[src/rtl/tick_timer_pkg.sv]
// Shared constants for the programmable tick timer.
//   ST_IDLE / ST_RUN / ST_DONE : controller state encodings
//   MODE_PERIODIC / MODE_ONESHOT : values captured into the mode register
package tick_timer_pkg;

  localparam logic [1:0] ST_IDLE = 2'd0;
  localparam logic [1:0] ST_RUN  = 2'd1;
  localparam logic [1:0] ST_DONE = 2'd2;

  localparam logic MODE_PERIODIC = 1'b0;
  localparam logic MODE_ONESHOT  = 1'b1;

endpackage

[src/rtl/prog_tick_timer_mod_counter.sv]
// Runtime-modulus counter: counts enabled cycles from 0 to modulus-1, then wraps.
// Ports:
//   clk, rst  : clock and synchronous active-high reset
//   clr       : synchronous clear to 0 (overrides en)
//   en        : count enable
//   modulus   : current modulus (>= 1)
//   count     : current count value
//   wrap      : combinational, high when an enabled edge will wrap count to 0
module mod_counter #(
  parameter int NBITS = 8,
  parameter int MW    = 9
) (
  input  logic             clk,
  input  logic             rst,
  input  logic             clr,
  input  logic             en,
  input  logic [MW-1:0]    modulus,
  output logic [NBITS-1:0] count,
  output logic             wrap
);

  logic [NBITS-1:0] count_reg;
  logic [MW-1:0]    last_value;

  // count < modulus <= MAX always holds, so the zero-extended compare
  // at MW width never overflows.
  assign last_value = modulus - MW'(1);
  assign wrap       = en && (MW'(count_reg) == last_value);
  assign count      = count_reg;

  always_ff @(posedge clk) begin
    if (rst || clr) begin
      count_reg <= '0;
    end else if (en) begin
      if (wrap) count_reg <= '0;
      else      count_reg <= count_reg + NBITS'(1);
    end
  end

endmodule

[src/rtl/prog_tick_timer.sv]
// Event-tick timer with loadable modulus, periodic/one-shot mode and start/stop.
// Ports:
//   clk, rst    : clock and synchronous active-high reset
//   incr        : count event
//   load        : capture modulus_in / mode_in (only outside RUN)
//   modulus_in  : new modulus (0 keeps old value, > MAX_MODULUS clamps)
//   mode_in     : 0 periodic, 1 one-shot
//   start, stop : begin / abort counting
//   number      : current count
//   tick        : registered one-cycle wrap pulse
//   busy, done  : state decodes for RUN and DONE
module prog_tick_timer
  import tick_timer_pkg::*;
#(
  parameter int MAX_MODULUS = 256,
  parameter int NBITS       = (MAX_MODULUS > 1) ? $clog2(MAX_MODULUS) : 1,
  parameter int MW          = $clog2(MAX_MODULUS + 1)
) (
  input  logic             clk,
  input  logic             rst,
  input  logic             incr,
  input  logic             load,
  input  logic [MW-1:0]    modulus_in,
  input  logic             mode_in,
  input  logic             start,
  input  logic             stop,
  output logic [NBITS-1:0] number,
  output logic             tick,
  output logic             busy,
  output logic             done
);

  localparam logic [MW-1:0] MOD_MAX = MW'(MAX_MODULUS);

  logic [1:0]    state_reg, state_next;
  logic [MW-1:0] mod_reg, mod_next;
  logic          mode_reg, mode_next;
  logic          tick_reg;
  logic [MW-1:0] mod_clamped;
  logic          in_run;
  logic          cnt_clr, cnt_en, cnt_wrap;

  assign in_run = (state_reg == ST_RUN);

  // Zero is not a usable modulus, so it leaves the current one in place.
  always_comb begin
    mod_clamped = modulus_in;
    if (modulus_in == '0)          mod_clamped = mod_reg;
    else if (modulus_in > MOD_MAX) mod_clamped = MOD_MAX;
  end

  // Outside RUN, load and start both restart the count from 0; in RUN,
  // stop clears it and also masks incr so no wrap can occur that edge.
  assign cnt_clr = in_run ? stop : (load || start);
  assign cnt_en  = in_run && !stop && incr;

  always_comb begin
    state_next = state_reg;
    mod_next   = mod_reg;
    mode_next  = mode_reg;
    case (state_reg)
      ST_RUN: begin
        if (stop)
          state_next = ST_IDLE;
        else if (cnt_wrap && (mode_reg == MODE_ONESHOT))
          state_next = ST_DONE;
      end
      ST_IDLE, ST_DONE: begin
        if (load) begin
          mod_next   = mod_clamped;
          mode_next  = mode_in;
          state_next = ST_IDLE;
        end
        // start wins over the load-induced return to IDLE; the freshly
        // loaded modulus/mode are what the new run uses.
        if (start) state_next = ST_RUN;
      end
      default: state_next = ST_IDLE;
    endcase
  end

  always_ff @(posedge clk) begin
    if (rst) begin
      state_reg <= ST_IDLE;
      mod_reg   <= MOD_MAX;
      mode_reg  <= MODE_PERIODIC;
      tick_reg  <= 1'b0;
    end else begin
      state_reg <= state_next;
      mod_reg   <= mod_next;
      mode_reg  <= mode_next;
      tick_reg  <= cnt_wrap;
    end
  end

  mod_counter #(
    .NBITS (NBITS),
    .MW    (MW)
  ) u_counter (
    .clk     (clk),
    .rst     (rst),
    .clr     (cnt_clr),
    .en      (cnt_en),
    .modulus (mod_reg),
    .count   (number),
    .wrap    (cnt_wrap)
  );

  assign tick = tick_reg;
  assign busy = (state_reg == ST_RUN);
  assign done = (state_reg == ST_DONE);

endmodule

[config.mk]
export PLATFORM = sky130hd
export DESIGN_NAME = prog_tick_timer
export DESIGN_NICKNAME = d
export VERILOG_FILES = /design/src/rtl/tick_timer_pkg.sv /design/src/rtl/prog_tick_timer_mod_counter.sv /design/src/rtl/prog_tick_timer.sv
export SDC_FILE = /design/constraint.sdc
export NUM_CORES = 1
export LEC_CHECK = 0
export CORE_MARGIN = 3
export CORE_UTILIZATION = 45
export DETAILED_ROUTE_END_ITERATION = 16
export HOLD_SLACK_MARGIN = 0.05
export PLACE_DENSITY = 0.82
export REMOVE_ABC_BUFFERS = 1
export SYNTH_ARGS = -nofsm -noshare
export SYNTH_HDL_FRONTEND = slang
export SYNTH_SLANG_ARGS = --single-unit
[constraint.sdc]
create_clock -name clk -period 2 [get_ports clk]
set_clock_uncertainty 0.15 [all_clocks]
set_input_delay 0.4 -clock clk [delete_from_list [all_inputs] [get_ports clk]]
set_output_delay 0.4 -clock clk [all_outputs]
set_load 0.02 [all_outputs]
Word-level counts from Yosys, hierarchy flattened
Cells that the tools add are included.

storage, ports and cells
  register bits after elaboration = 21
  input bits = 16
  output and inout bits = 11

operators by class
  $add $sub $neg = 2
  magnitude comparators = 1
  equal/unequal tests = 5
  muxes and demuxes = 8
  bitwise operators = 1
  reduce and logical (&&, ||, !) cells = 13

operator list
  kind                                                                number
  8-bit by 9-bit == test with 1-bit output                            1
  9-bit greater-than comparator, second input constant                1
  9-bit zero test                                                     1
  9-bit two-way mux                                                   1
  9-bit by 1-bit subtractor with 9-bit output, second input constant  1
  8-bit by 1-bit adder with 8-bit output, second input constant       1
  2-bit two-way mux                                                   4
  8-bit two-way mux                                                   1
  1-bit logical AND                                                   4
  2-bit one-hot mux with 2 select lines                               1
  2-bit AND reduction                                                 2
  3-bit by 2-bit != test with 1-bit output, second input constant     1
  3-bit != test, second input constant                                1
  3-bit AND reduction                                                 1
  2-bit by 1-bit == test with 1-bit output, second input constant     1
  2-bit == test, second input constant                                1
  2-bit zero test                                                     1
  1-bit logical OR                                                    2
  2-bit OR reduction                                                  1
  1-bit zero test                                                     1
  1-bit two-way mux                                                   1
  1-bit NOT                                                           1

Depth between registers and ports, before layout
  word-level depth = 8
  mapped depth = 8
  depth with buffers taken out = 7

Modules after synthesis
Synthesis repeated with hierarchy kept, for this count alone.

second synthesis, totals
  cells, all modules = 159
  area total of the unflattened synthesis = 1428.9 um^2

by module, submodules not included
  module           instances  cells an instance  area each (um^2)  sequential area each (um^2)
  mod_counter      1          83                 723.2             160.2
  prog_tick_timer  1          76                 705.7             260.2

Worst setup path after synthesis
Ideal clock, no wire load.

  kind = register to register
  from = register mod_reg[0]
  to = register u_counter.count_reg[1] (netlist: u_counter.count[1])
  data arrival time = 1.930 ns
  required time = 1.710 ns
  setup slack = -0.220 ns
  cell stages (with the launch flop) = 9
  cell sequence = dfxtp_1 -> inv_1 -> ha_1 -> buf_2 -> o21ba_1 -> a221oi_1 -> nor2_1 -> o41ai_4 -> o22ai_1

between the ends
  longest elaborated chain between the ends = 4

ends and longest elaborated chain
  item                                         RTL line                           RTL
  from (decl)                                  prog_tick_timer.sv:36              logic [MW-1:0] mod_reg, mod_next;
  from (signal assigned)                       prog_tick_timer.sv:90              mod_reg <= mod_next;
  9-bit by 1-bit subtractor with 9-bit output  prog_tick_timer_mod_counter.sv:27  assign last_value = modulus - MW'(1);
  8-bit by 9-bit == test with 1-bit output     prog_tick_timer_mod_counter.sv:28  assign wrap = en && (MW'(count_reg) == last_value);
  1-bit logical AND                            prog_tick_timer_mod_counter.sv:28
  8-bit two-way mux                            prog_tick_timer_mod_counter.sv:35  if (wrap) count_reg <= '0;
  to (signal assigned)                         prog_tick_timer_mod_counter.sv:36  else count_reg <= count_reg + NBITS'(1);
  to (decl)                                    prog_tick_timer_mod_counter.sv:22  logic [NBITS-1:0] count_reg;

No other way between the ends.
A chain may end at the register's enable or synchronous reset.

Worst setup path after layout
  from = register mod_reg[1]
  to = register u_counter.count_reg[0] (netlist: u_counter.count[0])

The elaborated chain is that of the path after synthesis.

==> flow_summary.toml <==
[clocking]
cts_buffers = 3
path_clk_slew_ns = 0.12
cts_max_path_buffers = 2
htreeDepth = 1
cts_root_buf = "clkbuf_4"
insertion_delay_ns = 0.30
clkSinkCount = 21
cts_tree = "yes"

[critical_path]
critPathLaunchType = "flop"
critical_path_arrival_ns = 2.09
cp_max_fo = 8
cp_slowest_stage_delay_ns = 0.34
critical-path-slowest-cell = "dfxtp_2"
cp-end-kind = "flop"
rrSetupSlack_ns = -0.03
timing.rr.end = "u_counter.count[0]$_SDFFE_PP0P_"
crit_cells = 9
cpMostUsedCell = "buf_6"
r2r-start = "mod_reg[1]$_SDFFE_PP0P_"
cp.buffers_inverters = 3
crit_type = "reg -> reg"
crit_chain = "inv_2 > ha_4 > buf_6 > nand3_4 > a221oi_4 > nor2_4 > o41ai_4 > buf_6 > o31ai_1"
crit_required_ns = 2.06
critical_path.top_delay_family = "compound AO/OA/AOI/OAI gates"
reg2reg_depth = 9

[synthesis]
yosys_warnings = 0
ys_seq_area_share_pct = 34.46
synthFlopType = "dfxtp_1"
yosys-top-cells-count = "22 x nand2_1, 21 x dfxtp_1, 12 x a21oi_1, 12 x xor2_1, 11 x nor2_1"
synthCells = 146
synthTopCellsByArea = "dfxtp_1 34%, xor2_1 8.6%, nand2_1 6.8%"
synth.cell_area_um2 = 1220
async_flop_share_pct = 0
synth_area_leader_cell = "dfxtp_1"
synth_edf_count = 0
synth.most_common_cell = "nand2_1"
post_synth_num_cell_types = 41
avgSynthCellArea_um2 = 8.356
synth_seq_cells = 21
synth_top_cell_area_share_pct = 34.46

[hold_path]
min_from = "mode_reg$_SDFFE_PP0P_"
hold_class = "reg -> reg"
hold_end = "mode_reg$_SDFFE_PP0P_"
hold_depth = 2

[global_routing]
grt_pass1_wl_um = 5437
gr-total-overflow = 0
grt_pass1_vias = 1251
track_usage_pct = 20.60
grt.busiest_layer = "met2"
use_met2_pct = 36.13
grtUsageMet3_pct = 2.673
grt_antenna_before_repair = 0
grtUsageMet1_pct = 24.86
grt_max_degree = 12

[run_status]
status = "finished with violations"
violations = "setup timing"

[power_and_ir_drop]
p_leak_uw = 0.0007867
total_power_uw = 889.9
vdd_drop_max_v = 0.0004311
p_per_area_nw_per_um2 = 485.1

[floorplanning]
row_count = 18
die_w_um = 58.07
die_y_um = 58.07
initial_utilization_pct = 48.36
ios = 27
die_area_um2 = 3372
design.core.area_um2 = 2522

[cells_and_area]
fin_cells = 223
n_antenna_cell = 0
n_fill_cell = 201
fin_nets = 212
largest_register_ffs = 9
drive_gt1_share_pct = 27.46
area_growth_pct = 50.36

[sta]
maxSlewViolCount = 0
timing.final.ws_setup_ns = -0.03351
hold_viol = 0
max_clock_freq_ghz = 0.4918
tightestPinTransition_ns = 0.3559
max_slew_margin_pct = 76.23
setup_violations = 9
period_needed_ns = 2.034
period_share_pct = 101.7
rsz0062_at_grt = "true"

[detailed_routing]
antenna_left = 0
viasPerCell = 5.695
routedWlPerCell_um = 16.00
vias = 1270
drtIter0Drc = 38
drtPass1Iterations = 4
drc = 0
drt-total-wl_um = 3568

[placement]
port_buffers = 26
dp_cells = 218
place.gp.congestion = 0.8298
dp_hpwl_um = 2469

[flow_run]
maxCapViolations = 0
## layout make-up
type | instances | area [um2] | share of cell area, %
repair buffers | 47 | 434.2 | 23.67
well taps | 30 | 37.54 | 2.046
inverters | 4 | 15.01 | 0.8186
clock buffers | 4 | 26.28 | 1.432
multi-input cells | 117 | 895.9 | 48.84
flip-flops and latches | 21 | 425.4 | 23.19
## logic make-up (layout without fill, tap and decap cells)
logic type / count (synthesis) / after routing / share of synthesized area [%]
AND/OR/NAND/NOR: 73 / 73 / 33.85
buffers and inverters: 8 / 55 / 2.667
flip-flops: 21 / 21 / 34.46
adder cells (fa/ha/maj): 2 / 2 / 2.051
XOR/XNOR: 16 / 16 / 11.49
AO/OA/AOI/OAI: 26 / 26 / 15.49
## per-stage QoR
step | utilization [%] | worst slack [ns] | instance area [um2] | hold slack (ns) | setup TNS, ns
after floorplan | - | -0.1748 | 1202 | 0.2976 | -1.214
after global placement | 65.43 | -0.2579 | 1650 | 0.3262 | -1.683
after detailed placement | 65.43 | -0.2896 | 1650 | 0.3334 | -2.188
after CTS | 67.46 | -0.06793 | 1702 | 0.3574 | -0.4243
after global routing | 72.72 | -0.1641 | 1834 | 0.4082 | -1.292
final | 72.72 | -0.03351 | 1834 | 0.3677 | -0.1014
## repair_timing
action                     4_1_cts  5_1_grt
pin swaps                        3       10
buffers inserted                 0        1
resized for setup               10       31
setup endpoints to repair       15       17
hold buffers                     0        0
## worst max-delay path by stage
stage	from	end	slack [ns]
2_1_floorplan	mod_reg[0]$_SDFFE_PP0P_	u_counter.count[1]$_SDFFE_PP0P_	-0.17
3_3_place_gp	stop	state_reg[1]$_SDFFE_PP0P_	-0.26
3_5_place_dp	stop	state_reg[1]$_SDFFE_PP0P_	-0.29
4_1_cts	mod_reg[0]$_SDFFE_PP0P_	u_counter.count[1]$_SDFFE_PP0P_	-0.07
5_1_grt	mod_reg[1]$_SDFFE_PP0P_	tick$_SDFF_PP0_	-0.16
6_report	mod_reg[1]$_SDFFE_PP0P_	u_counter.count[0]$_SDFFE_PP0P_	-0.03
## where the power goes
| part | switching [uW] | leakage (uW) | internal [uW] | total (uW) |
|---|---|---|---|---|
| clock network | 131 | 0.0000150 | 77.8 | 209 |
| logic | 112 | 0.000599 | 124 | 235 |
| registers | 15.1 | 0.000172 | 430 | 445 |
## worst reg2reg max path, stage by stage, from the launching register on
cell and delay [ns]:
dfxtp_2 0.34, inv_2 0.06, ha_4 0.16, buf_6 0.13, nand3_4 0.08, a221oi_4 0.34, nor2_4 0.09, o41ai_4 0.33
buf_6 0.19, o31ai_1 0.07
## cell usage in the layout, fill, tap and decap left out, drive strengths merged, types with 2 or more instances in the layout
master / n
nand3: 2
nor2b: 3
dlygate4sd2: 3
a21o: 2
dfxtp: 21
xnor2: 4
buf: 21
xor2: 12
nand2: 22
nand3b: 6
inv: 4
nor4: 2
ha: 2
clkbuf: 4
nand4: 6
nor3b: 3
o21ai: 2
dlymetal6s2s: 5
nor2: 11
nand2b: 3
clkdlybuf4s50: 18
and3: 4
a21oi: 12
nor3: 3
## per-layer routing
| layer | share of wire, % | vias to the layer above |
|---|---|---|
| met3 | 5.4 | 16 |
| met2 | 51 | 45 |
| met4 | 3.5 | 0 |
| li1 | - | 613 |
| met5 | 0 | - |
| met1 | 40 | 596 |
Power figures use the tool's default switching activity.
